### src/rtl/berzerk_dl_ctrl.sv
// berzerk_dl_ctrl
//   ROM-download and core-reset sequencer between hps_io and the berzerk core.
//   Decodes the ioctl byte stream into program-ROM / speech-ROM write strobes,
//   holds the core in reset during power-up, downloads and user reset requests,
//   and reports byte count, overflow and an optional running checksum.
//
//   Optional feature macro: DL_CHECKSUM_EN
//     defined     -> running 8-bit sum of accepted bytes on `checksum`
//     not defined -> no adder, `checksum` tied to 8'h00
//
// Ports
//   clk_sys         single clock
//   reset_n         asynchronous active-low reset
//   ioctl_download  download window
//   ioctl_wr        byte strobe (one cycle per byte)
//   ioctl_addr      byte address (25 bits)
//   ioctl_dout      byte data
//   rst_req         level user reset request
//   prog_we         program-ROM write pulse (registered)
//   speech_we       speech-ROM write pulse (registered)
//   wr_addr         region-relative write address
//   wr_data         write data
//   core_reset      active-high reset to the core
//   busy            high in every state except RUN
//   dl_bytes        accepted bytes in current/last download, saturating
//   dl_ovf          sticky: a byte was addressed beyond SPEECH_END
//   checksum        running sum of accepted bytes (see macro above)

module berzerk_dl_ctrl #(
   parameter logic [15:0] PROG_END   = 16'h2FFF,
   parameter logic [15:0] SPEECH_END = 16'h3FFF,
   parameter int unsigned RST_HOLD   = 1024
) (
   input  logic        clk_sys,
   input  logic        reset_n,
   input  logic        ioctl_download,
   input  logic        ioctl_wr,
   input  logic [24:0] ioctl_addr,
   input  logic [7:0]  ioctl_dout,
   input  logic        rst_req,
   output logic        prog_we,
   output logic        speech_we,
   output logic [15:0] wr_addr,
   output logic [7:0]  wr_data,
   output logic        core_reset,
   output logic        busy,
   output logic [15:0] dl_bytes,
   output logic        dl_ovf,
   output logic [7:0]  checksum
);

   typedef enum logic [1:0] {
      ST_POR  = 2'd0,
      ST_LOAD = 2'd1,
      ST_HOLD = 2'd2,
      ST_RUN  = 2'd3
   } state_t;

   localparam logic [15:0] HOLD_LAST   = 16'(RST_HOLD - 1);
   localparam logic [15:0] SPEECH_BASE = PROG_END + 16'd1;

   state_t      state;
   logic [15:0] hold_cnt;
   // Resets to 0 so a download already high at reset release looks like a rising edge.
   logic        dl_prev;

   logic        dl_rise;
   logic        load_enter;
   logic [15:0] addr_lo;
   logic        addr_hi_nz;
   logic        in_prog;
   logic        in_speech;
   logic        byte_acc;
   logic        byte_ok;

   assign dl_rise    = ioctl_download & ~dl_prev;
   // LOAD can only be entered from POR/HOLD/RUN; a rise while already in LOAD cannot occur.
   assign load_enter = dl_rise && (state != ST_LOAD);
   assign addr_lo    = ioctl_addr[15:0];
   assign addr_hi_nz = |ioctl_addr[24:16];
   assign in_prog    = !addr_hi_nz && (addr_lo <= PROG_END);
   assign in_speech  = !addr_hi_nz && !in_prog && (addr_lo <= SPEECH_END);
   assign byte_acc   = ioctl_wr && (state == ST_LOAD);
   assign byte_ok    = byte_acc && (in_prog || in_speech);

   always_ff @(posedge clk_sys or negedge reset_n) begin
      if (!reset_n) begin
         state      <= ST_POR;
         hold_cnt   <= 16'd0;
         dl_prev    <= 1'b0;
         core_reset <= 1'b1;
         busy       <= 1'b1;
         prog_we    <= 1'b0;
         speech_we  <= 1'b0;
         wr_addr    <= 16'd0;
         wr_data    <= 8'd0;
         dl_bytes   <= 16'd0;
         dl_ovf     <= 1'b0;
      end else begin
         dl_prev   <= ioctl_download;
         prog_we   <= 1'b0;
         speech_we <= 1'b0;

         // Byte decode; still active on the cycle the download window closes.
         if (byte_acc) begin
            if (in_prog) begin
               prog_we <= 1'b1;
               wr_addr <= addr_lo;
               wr_data <= ioctl_dout;
            end else if (in_speech) begin
               speech_we <= 1'b1;
               wr_addr   <= addr_lo - SPEECH_BASE;
               wr_data   <= ioctl_dout;
            end else begin
               dl_ovf <= 1'b1;
            end
            if (byte_ok && (dl_bytes != 16'hFFFF))
               dl_bytes <= dl_bytes + 16'd1;
         end

         if (load_enter) begin
            dl_bytes <= 16'd0;
            dl_ovf   <= 1'b0;
         end

         case (state)
            ST_POR, ST_HOLD: begin
               if (dl_rise) begin
                  state    <= ST_LOAD;
                  hold_cnt <= 16'd0;
               end else if ((state == ST_HOLD) && rst_req) begin
                  hold_cnt <= 16'd0;
               end else if (hold_cnt == HOLD_LAST) begin
                  state      <= ST_RUN;
                  hold_cnt   <= 16'd0;
                  core_reset <= 1'b0;
                  busy       <= 1'b0;
               end else begin
                  hold_cnt <= hold_cnt + 16'd1;
               end
            end
            ST_LOAD: begin
               if (!ioctl_download) begin
                  state    <= ST_HOLD;
                  hold_cnt <= 16'd0;
               end
            end
            ST_RUN: begin
               if (dl_rise) begin
                  state      <= ST_LOAD;
                  core_reset <= 1'b1;
                  busy       <= 1'b1;
               end else if (rst_req) begin
                  state      <= ST_HOLD;
                  hold_cnt   <= 16'd0;
                  core_reset <= 1'b1;
                  busy       <= 1'b1;
               end
            end
            default: begin
               state      <= ST_POR;
               hold_cnt   <= 16'd0;
               core_reset <= 1'b1;
               busy       <= 1'b1;
            end
         endcase
      end
   end

`ifdef DL_CHECKSUM_EN
   logic [7:0] sum;

   always_ff @(posedge clk_sys or negedge reset_n) begin
      if (!reset_n)
         sum <= 8'd0;
      else if (load_enter)
         sum <= 8'd0;
      else if (byte_ok)
         sum <= sum + ioctl_dout;
   end

   assign checksum = sum;
`else
   assign checksum = 8'h00;
`endif

endmodule

### config.mk
export PLATFORM = sky130hd
export DESIGN_NAME = berzerk_dl_ctrl
export DESIGN_NICKNAME = d
export VERILOG_FILES = /design/src/rtl/berzerk_dl_ctrl.sv
export SDC_FILE = /design/constraint.sdc
export NUM_CORES = 1
export LEC_CHECK = 0
export CORE_ASPECT_RATIO = 1.2
export CORE_UTILIZATION = 23
export CTS_CLUSTER_DIAMETER = 100
export CTS_CLUSTER_SIZE = 14
export DETAILED_ROUTE_END_ITERATION = 10
export PLACE_DENSITY = 0.55
export SLEW_MARGIN = 20
export SYNTH_ARGS = -nofsm -noshare
export SYNTH_HDL_FRONTEND = slang
export SYNTH_SLANG_ARGS = --single-unit
export TNS_END_PERCENT = 5
### constraint.sdc
create_clock -name clk_sys -period 2.5 [get_ports clk_sys]
set_input_delay 0.75 -clock clk_sys [delete_from_list [all_inputs] [get_ports clk_sys]]
set_output_delay 0.75 -clock clk_sys [all_outputs]
set_load 0.1 [all_outputs]
==> impl_metrics.yaml <==
run_status:
  status: "completed"
sta:
  slew_headroom_pct: 65.2
  rsz0062_at_grt: "false"
  finalCritPeriodShare_pct: 92.7
  setup_viol: 0
  setup_ws_ns: 0.183
  fmax_ghz: 0.432
  worst_hold_slack_ns: 0.401
  slew_violations: 0
  finalWorstPathRequiredPeriod_ns: 2.32
  tightest_slew_ns: 0.518
  hold_viol_final: 0
  clock_skew_ns: 0.00620
yosys:
  syn_area_per_cell_um2: 10.3
  ys_top_cells_by_area: "dfrtp_1 (48%), mux2_2 (7.3%), xnor2_1 (3.5%), nand2_1 (2.9%), nor2_1 (2.7%)"
  synth_cells: 314
  synth_cell_types: 51
  seq_area_frac_synth_pct: 48.8
  synth-edff-count: 0
  yosys_warnings: 0
  syn_area_um2: 3230
  synth_area_leader_cell: "dfrtp_1"
  synth_flop_cell: "dfrtp_1"
  synth_top_cell_area_share_pct: 48.0
  synthArstFlopShare_pct: 100
  ys_ff_latch: 63
routing:
  route.detailed.drc: 0
  drt_iter0_markers: 78
  antenna_left: 0
  wl_um: 7760
  via_count: 2688
  dr.pass1.iters: 4
  vias_per_cell: 4.52
  wl_per_cell_um: 13.0
placement:
  dp_hpwl_um: 5940
  port_buffers: 82
  dp_slack_ns: -0.258
  gp_congestion: 0.760
  placed_cells: 580
grt:
  grt_max_degree: 31
  grt_overflow: 0
  grt_pass1_wl_um: 13200
  grt.total_usage_pct: 11.6
  grt_pass1_vias: 2747
  antenna_found_initial: 0
cts:
  clkLatencyLatePin_ns: 0.33
  htreeDepth: 3
  cts_buffers: 9
  ctsRootBufferMaster: "clkbuf_16"
  cts_tree: "yes"
  clk_pin_slew_ns: 0.06
  hold_buffers: 0
  cts.sinks: 63
  clock_path_buffers: 2
pwr:
  totalPowerFinal_mw: 3.10
  intPower_mw: 2.12
  seqPwrFrac_pct: 37.8
  p_per_area_nw_per_um2: 677
  pwr-share-comb_pct: 23.6
  ir_drop_mv: 0.396
  switchingPower_uw: 980
  p_leak_nw: 2.00
  power_frac_clock_pct: 38.6
  swShare_pct: 31.6
critical_path:
  rrSetupSlack_ns: 0.44
  worstPathMaxFanout: 9
  startpoint: "ioctl_addr[15]"
  critPathArrivalTime_ns: 2.53
  timing.critical_path.to: "dl_bytes[14]"
  r2r_end: "hold_cnt[10]"
  crit_required_ns: 2.71
  r2r_start: "hold_cnt[12]"
  worst_setup_path_start_kind: "input pin"
  end_kind: "register"
  path_class: "input pin to register"
  reg2regPathDepth: 6
die:
  fp.dieH_um: 132
  initial_core_util_pct: 23.5
  core-area_um2: 13800
  io_pins: 91
  rows: 47
  dieArea_um2: 14500
  die_w_um: 110
final_layout:
  mostFrequentLayoutCells: "buf_4 (67), dfrtp_1 (60), clkdlybuf4s50_1 (36)"
  antenna_cells: 0
  areaGrowthSynthToFinish_pct: 41.8
  drive_above_1_share_pct: 28.8
  fin_cells: 595
  fin_nets: 462
  final_common_cell: "buf_4"
worst_hold_path:
  hold_class: "input pin to asynchronous set/reset pin"
run:
  maxCapViolCount: 0
## cells in the mapped netlist, types with 3 or more instances
| library cell | count |
|---|---|
| nand3_1 | 17 |
| nor2_1 | 23 |
| ha_1 | 4 |
| a21oi_1 | 16 |
| dfrtp_1 | 62 |
| a211oi_1 | 5 |
| nor3_1 | 9 |
| xnor2_1 | 13 |
| nor4_1 | 3 |
| inv_1 | 12 |
| nand2_1 | 25 |
| buf_4 | 9 |
| a31oi_1 | 5 |
| mux2i_1 | 3 |
| a2111oi_2 | 3 |
| or3_1 | 9 |
| mux2_2 | 21 |
| nand4_1 | 10 |
| o21ai_1 | 11 |
| o21ai_0 | 4 |
| nand2b_1 | 4 |
| clkbuf_1 | 4 |
| nor2b_1 | 5 |
## registers in the layout, indices dropped and copies added, names as in the netlist
name	count
dl_bytes	16
hold_cnt	16
wr_addr	16
wr_data	8
state	2
busy	1
dl_ovf	1
dl_prev	1
prog_we	1
speech_we	1
## through the flow
step	util, %	instance area [um^2]	TNS, ns
final	33.3	4590	0
after global routing	33.3	4590	0
after CTS	33.2	4570	0
after detailed placement	31.1	4280	-5.68
after global placement	31.1	4280	-1.59
after floorplan	-	3260	0
## routing by layer
layer / vias to the layer above / wire [um] / track usage, %
met3: 15 / 519 / 3.21
met5: - / 0 / 0
li1: 1327 / - / -
met2: 76 / 3830 / 19.5
met1: 1270 / 3260 / 13.8
met4: 0 / 152 / 4.39
## worst max-delay path: stages
cell and delay, ns:
clkdlybuf4s50_1 0.47, nor4_4 0.36, nand4_1 0.13, buf_4 0.19, nor4_1 0.35, mux2i_1 0.23
nor2_1 0.05
## worst min path at each step
| stage | slack [ns] | to | depth (start not counted) |
|---|---|---|---|
| floorplan | 0.45 | dl_bytes[0] | 0 |
| global route | 0.43 | wr_addr[4] | 1 |
| finish | 0.40 | wr_addr[8] | 1 |
| detailed placement | 0.48 | wr_addr[14] | 1 |
| CTS | 0.41 | wr_addr[6] | 1 |
| global placement | 0.47 | wr_addr[14] | 1 |
## what timing repair did
item                                    CTS  global route
setup buffers                             0             0
endpoints found under the setup margin    0             7
resized for setup                         0             2
## cell type report
class | instances | area [um^2]
Sequential cell | 63 | 1580
Tap cell | 171 | 214
Timing Repair Buffer | 107 | 928
Fill cell | 1404 | 9180
Clock buffer | 9 | 225
Clock inverter | 6 | 61.3
Inverter | 12 | 45.0
Multi-Input combinational cell | 227 | 1530
## kinds of logic after synthesis
group | after synthesis | synth area share (%)
compound gates | 54 | 11.2
simple gates | 124 | 21.4
xor+xnor | 13 | 3.52
buf+inv | 31 | 5.19
flops | 63 | 48.8
mux | 24 | 8.24
fa+ha+maj | 4 | 1.55
other cells | 1 | 0.116
## power groups by stage
stage	registers [mW]	logic [mW]	clock network [mW]
floorplan	1.27	0.388	0
detailed placement	1.19	0.735	0
global placement	1.19	0.731	0
global route	1.19	0.791	1.29
finish	1.17	0.731	1.20
CTS	1.18	0.738	1.25
No activity file was read; power rests on OpenSTA's default activity.
